File: config.mk
export PLATFORM = sky130hd
export DESIGN_NAME = gc_poll_sequencer
export DESIGN_NICKNAME = d
export VERILOG_FILES = /design/src/rtl/gc_poll_sequencer.sv
export SDC_FILE = /design/constraint.sdc
export NUM_CORES = 1
export LEC_CHECK = 0
export ABC_AREA = 1
export BUFFER_PORTS_ARGS = -buffer_cell sky130_fd_sc_hd__buf_4
export CAP_MARGIN = 15
export CORE_ASPECT_RATIO = 0.6
export CORE_UTILIZATION = 39
export CTS_CLUSTER_DIAMETER = 120
export DETAILED_ROUTE_END_ITERATION = 6
export PLACE_DENSITY_LB_ADDON = 0.15
export SLEW_MARGIN = 20
export SYNTH_ARGS = -nofsm -noshare
export SYNTH_HDL_FRONTEND = slang
export SYNTH_SLANG_ARGS = --single-unit
File: constraint.sdc
create_clock -name clk -period 2.5 [get_ports clk]
set_input_delay 0.5 -clock clk [delete_from_list [all_inputs] [get_ports clk]]
set_output_delay 0.5 -clock clk [all_outputs]
set_load 0.02 [all_outputs]
File: src/rtl/gc_poll_sequencer.sv
// GameCube poll sequencer: periodic poll starts, timeout supervision, frame
// validation and lock-aware commit of the 81-bit frame to the stick datapath.
module gc_poll_sequencer #(
    parameter logic [15:0] POLL_INTERVAL = 16'd20000,
    parameter logic [15:0] TIMEOUT_CYC   = 16'd8000,
    parameter logic [3:0]  MAX_FAIL      = 4'd3,
    parameter logic [7:0]  NEUTRAL       = 8'd129
) (
    input  logic        clk,
    input  logic        reset,
    output logic        gc_start,
    input  logic        gc_done,
    input  logic        gc_err,
    input  logic [80:0] gc_data,
    input  logic        n64_lock,
    output logic [80:0] data,
    output logic        analog_check,
    output logic        link_ok,
    output logic [7:0]  fail_count
);

    localparam logic [80:0] NEUTRAL_FRAME = {17'd0, NEUTRAL, NEUTRAL, NEUTRAL, NEUTRAL, 32'd0};

    typedef enum logic [2:0] {
        S_IDLE,
        S_START,
        S_WAIT,
        S_CHECK,
        S_HOLD,
        S_COMMIT
    } state_t;

    state_t      state_q, state_d;
    logic [15:0] cnt_q, cnt_d;
    logic [80:0] pend_data_q, pend_data_d;
    logic        pend_err_q, pend_err_d;
    logic        pend_neutral_q, pend_neutral_d;
    logic [80:0] data_q, data_d;
    logic        ac_q, ac_d;
    logic        link_q, link_d;
    logic [7:0]  fail_q, fail_d;
    logic [3:0]  consec_q, consec_d;
    logic        fail_evt;

    function automatic logic [7:0] sat_inc8(input logic [7:0] v);
        return (v == 8'hFF) ? v : v + 8'd1;
    endfunction

    function automatic logic [3:0] consec_inc(input logic [3:0] v);
        return (v >= MAX_FAIL) ? MAX_FAIL : v + 4'd1;
    endfunction

    always_comb begin
        state_d        = state_q;
        cnt_d          = cnt_q;
        pend_data_d    = pend_data_q;
        pend_err_d     = pend_err_q;
        pend_neutral_d = pend_neutral_q;
        data_d         = data_q;
        ac_d           = 1'b0;
        link_d         = link_q;
        fail_d         = fail_q;
        consec_d       = consec_q;
        gc_start       = 1'b0;
        fail_evt       = 1'b0;

        // one counter serves as the poll interval in IDLE and the timeout in WAIT
        case (state_q)
            S_IDLE: begin
                if (cnt_q >= POLL_INTERVAL - 16'd1) begin
                    state_d = S_START;
                    cnt_d   = '0;
                end else begin
                    cnt_d = cnt_q + 16'd1;
                end
            end
            S_START: begin
                gc_start = 1'b1;
                cnt_d    = '0;
                state_d  = S_WAIT;
            end
            S_WAIT: begin
                if (gc_done) begin
                    pend_data_d    = gc_data;
                    pend_err_d     = gc_err;
                    pend_neutral_d = 1'b0;
                    state_d        = S_CHECK;
                end else if (cnt_q >= TIMEOUT_CYC - 16'd1) begin
                    fail_evt = 1'b1;
                end else begin
                    cnt_d = cnt_q + 16'd1;
                end
            end
            S_CHECK: begin
                if (!pend_err_q && pend_data_q[0]) begin
                    consec_d = '0;
                    state_d  = S_HOLD;
                end else begin
                    fail_evt = 1'b1;
                end
            end
            S_HOLD: begin
                if (!n64_lock) begin
                    state_d = S_COMMIT;
                end
            end
            S_COMMIT: begin
                data_d  = pend_data_q;
                ac_d    = 1'b1;
                if (!pend_neutral_q) begin
                    link_d = 1'b1;
                end
                state_d = S_IDLE;
                cnt_d   = '0;
            end
            default: begin
                state_d = S_IDLE;
                cnt_d   = '0;
            end
        endcase

        if (fail_evt) begin
            fail_d   = sat_inc8(fail_q);
            consec_d = consec_inc(consec_q);
            cnt_d    = '0;
            // a dead link still gets a centred stick pushed through the normal commit path
            if (consec_d >= MAX_FAIL) begin
                pend_data_d    = NEUTRAL_FRAME;
                pend_neutral_d = 1'b1;
                link_d         = 1'b0;
                state_d        = S_HOLD;
            end else begin
                state_d = S_IDLE;
            end
        end
    end

    always_ff @(posedge clk) begin
        if (reset) begin
            state_q  <= S_IDLE;
            cnt_q    <= '0;
            data_q   <= NEUTRAL_FRAME;
            ac_q     <= 1'b0;
            link_q   <= 1'b0;
            fail_q   <= '0;
            consec_q <= '0;
        end else begin
            state_q  <= state_d;
            cnt_q    <= cnt_d;
            data_q   <= data_d;
            ac_q     <= ac_d;
            link_q   <= link_d;
            fail_q   <= fail_d;
            consec_q <= consec_d;
        end
    end

    always_ff @(posedge clk) begin
        pend_data_q    <= pend_data_d;
        pend_err_q     <= pend_err_d;
        pend_neutral_q <= pend_neutral_d;
    end

    assign data         = data_q;
    assign analog_check = ac_q;
    assign link_ok      = link_q;
    assign fail_count   = fail_q;

endmodule

==> impl_metrics.tcl <==
set metrics [dict create \
    grt_pass1_wl_um 32500 \
    status "completed" \
    vias_per_cell 4.82 \
    timing_worst_slew_pin_value_ps 887 \
    synth_adder_area_share_pct 0.492 \
    groute.usage.overall_pct 20.7 \
    fin_area_um2 9740 \
    postCtsHoldBufs 0 \
    final_antenna_diode_count 0 \
    finalClockSkew_ps 12.0 \
    synth-seq-area-share_pct 51.8 \
    syn_area_um2 7630 \
    final_min_period_over_clock_period_pct 87.1 \
    core.rowCount 39 \
    postRouteAntennaNets 0 \
    synth_area_leaders "dfxtp_1 (51%), nand2_1 (12%), nor2_1 (9.2%), o21ai_0 (5.2%), a21oi_1 (5.2%)" \
    placement.io_buffers 177 \
    grt_max_degree 84 \
    wire_per_inst_um 14.4 \
    timing.final.crit_period_ps 2180 \
    syn_to_final_growth_pct 27.6 \
    post_route_wl_um 20700 \
    htree_num_levels 4 \
    worstSetupPathType "flip-flop to flip-flop" \
    die_h_um 110 \
    die_w_um 183 \
    number_of_distinct_library_cell_variants_in_the_gate_level_netlist_after_synthesis 31 \
    cp_data_required_time_ps 2810 \
    chain_of_cells_forming_the_critical_path "ha_1, nand2_2, nor2_4, nand2_1, nand2_1, nand2_1, nand2_2, nand3_4, nand2_4, nand2_2, inv_2, buf_4, a21oi_1" \
    cp_data_arrival_time_ps 2490 \
    initial_core_utilization_pct 40.0 \
    finalNonFillerCells 1435 \
    ys_top_cells_by_count "nand2_1 (253), dfxtp_1 (196), nor2_1 (187)" \
    p_leak_nw 4.46 \
    hold_path.class "primary input to flip-flop" \
    syn_area_per_cell_um2 7.56 \
    critical-path-slowest-cell "dfxtp_1" \
    setup_ws_ps 321 \
    initial_antenna_violation_count 0 \
    critPathMaxStageDelay_ps 410 \
    yosysMostFrequentCell "nand2_1" \
    area_share_of_the_largest_cell_type_after_synthesis_pct 51.4 \
    clkTransAtPathRegs_ps 70 \
    top_level_ports 178 \
    core_area_um2 19100 \
    cts_root_buffer "clkbuf_16" \
    timing.hold.worst_path_depth 1 \
    finalSetupViolCount 0 \
    synthArstFlopShare_pct 0 \
    post_route_cells_drive_above_1_share_pct 21.7 \
    worst_skew_late_latency_ps 440 \
    maxCapViolations 0 \
    synth.yosys.warnings 0 \
    tritoncts_clock_tree "done" \
    grt.overflow.total 0 \
    routed-via-count 6915 \
    worst-r2r-cell-count 13 \
    pwr_density_cell_nw_per_um2 658 \
    synth.area.mux_share_pct 0 \
    synth-edff-count 1 \
    unrepaired_setup_endpoints_after_global_routing "no" \
    fin_setup_tns_ps 0 \
    vdd.ir_drop.worst_uv 458 \
    post_synth_inst_count 1010 \
    drt_first_iter_violations 554 \
    cts-resized-gates 0 \
    post-place-cells 1404 \
    hold_viol_final 0 \
    flops_latches_synth 197 \
    relSlewSlack_pct 40.9 \
    critPathCaptureType "flip-flop" \
    synth_simple_gate_area_share_pct 27.6 \
    die_area_um2 20200 \
    first_global_vias 6210 \
    place_hpwl_um 13300 \
    total_count_of_max_transition_violations_in_the_final_report 0 \
    synth_compound_gate_area_share_pct 13.0 \
    drt_drc_violations_left 0 \
    crit_path_max_fanout 27 \
    detailed_place.area_um2 9120 \
    cts_buffers 17 \
    post-synth-top-area-cell "dfxtp_1" \
    nets 1246 \
    ys_dominant_reg_cell "dfxtp_1" \
    timing.fmax_mhz 459 \
    place.gp.congestion 0.902 \
    p_total_w 0.00641 \
    total_iterations_of_the_first_detailed_routing_run 7 \
    largest_family_of_logic_cells_by_synthesized_area "simple AND/OR/NAND/NOR gates" \
    preCtsSetupSlack_ps 332 \
    worst_setup_sp_type "flip-flop" \
    syn_nets 1099 \
    cts_num_sinks 197 \
    synth_xor_xnor_area_share_pct 1.26 \
    cts-root-to-sink-buffers 2 \
    post-cts-setup-buffers 0 \
]
## final cells by class
type	instances	area, µm²
flip-flops and latches	197	3950
fillers	1883	9340
well taps	266	333
inverters	36	135
multi-input cells	717	3250
clock inverters	13	195
repair buffers	188	1450
clock buffers	18	429
## flip-flops by register name (all words and copies together) (netlist names)
name            cells
pend_data_q        81
fail_count          8
data               81
pend_err_q          1
analog_check        1
state_q             3
cnt_q              16
link_ok             1
consec_q            4
pend_neutral_q      1
## metrics by stage
step,util [%],hold WS [ps]
2_1_floorplan,-,425
3_3_place_gp,47.8,433
3_5_place_dp,47.8,437
4_1_cts,51.1,237
5_1_grt,51.1,233
6_report,51.1,252
## worst paths after layout
kind | start | end | slack [ps]
setup reg to reg | cnt_q[0]$_SDFFE_PP0P_ | pend_data_q[75]$_DFF_P_ | 320
hold / removal | gc_err | pend_err_q$_DFFE_PP_ | 250
setup / recovery | cnt_q[0]$_SDFFE_PP0P_ | pend_data_q[75]$_DFF_P_ | 320
hold reg to reg | consec_q[3]$_SDFFE_PP0P_ | consec_q[3]$_SDFFE_PP0P_ | 450
## metal layers
layer	vias to the layer above	wire, µm	global-route usage (%)
li1	3539	-	-
met1	3136	10700	30.9
met2	222	8280	29.0
met3	18	1470	5.06
met4	0	210	6.24
met5	-	0	0
## power breakdown
part	switching, W	internal (W)
Combinational	0.000103	0.000133
Sequential	0.0000396	0.00321
Clock	0.00123	0.00169
Total	0.00137	0.00504
## logic make-up (layout without fill, tap and decap cells)
group	count (synthesis)	after routing
fa+ha+maj	3	3
xor+xnor	11	11
simple gates	521	521
flops	197	197
compound gates	182	182
buf+inv	96	255
## critical path: cells and delay by family (launching register included)
kind	cells	cell delay [ps]
and+or+nand+nor	9	930
DFF	1	410
buffers and inverters	2	370
adders and majority gates	1	250
AOI/OAI and AO/OA	1	80
## placed cells by master, fill, tap and decap left out, drive strengths merged
cell,n
a21o,1
a21oi,99
buf,188
bufinv,4
clkbuf,18
clkinv,2
clkinvlp,2
dfxtp,196
edfxtp,1
ha,3
inv,41
nand2,258
nand3,55
nand4,7
nor2,189
nor3,10
nor3b,1
o2111ai,1
o21ai,81
or2,1
xnor2,2
xor2,9
Power figures use the tool's default switching activity.
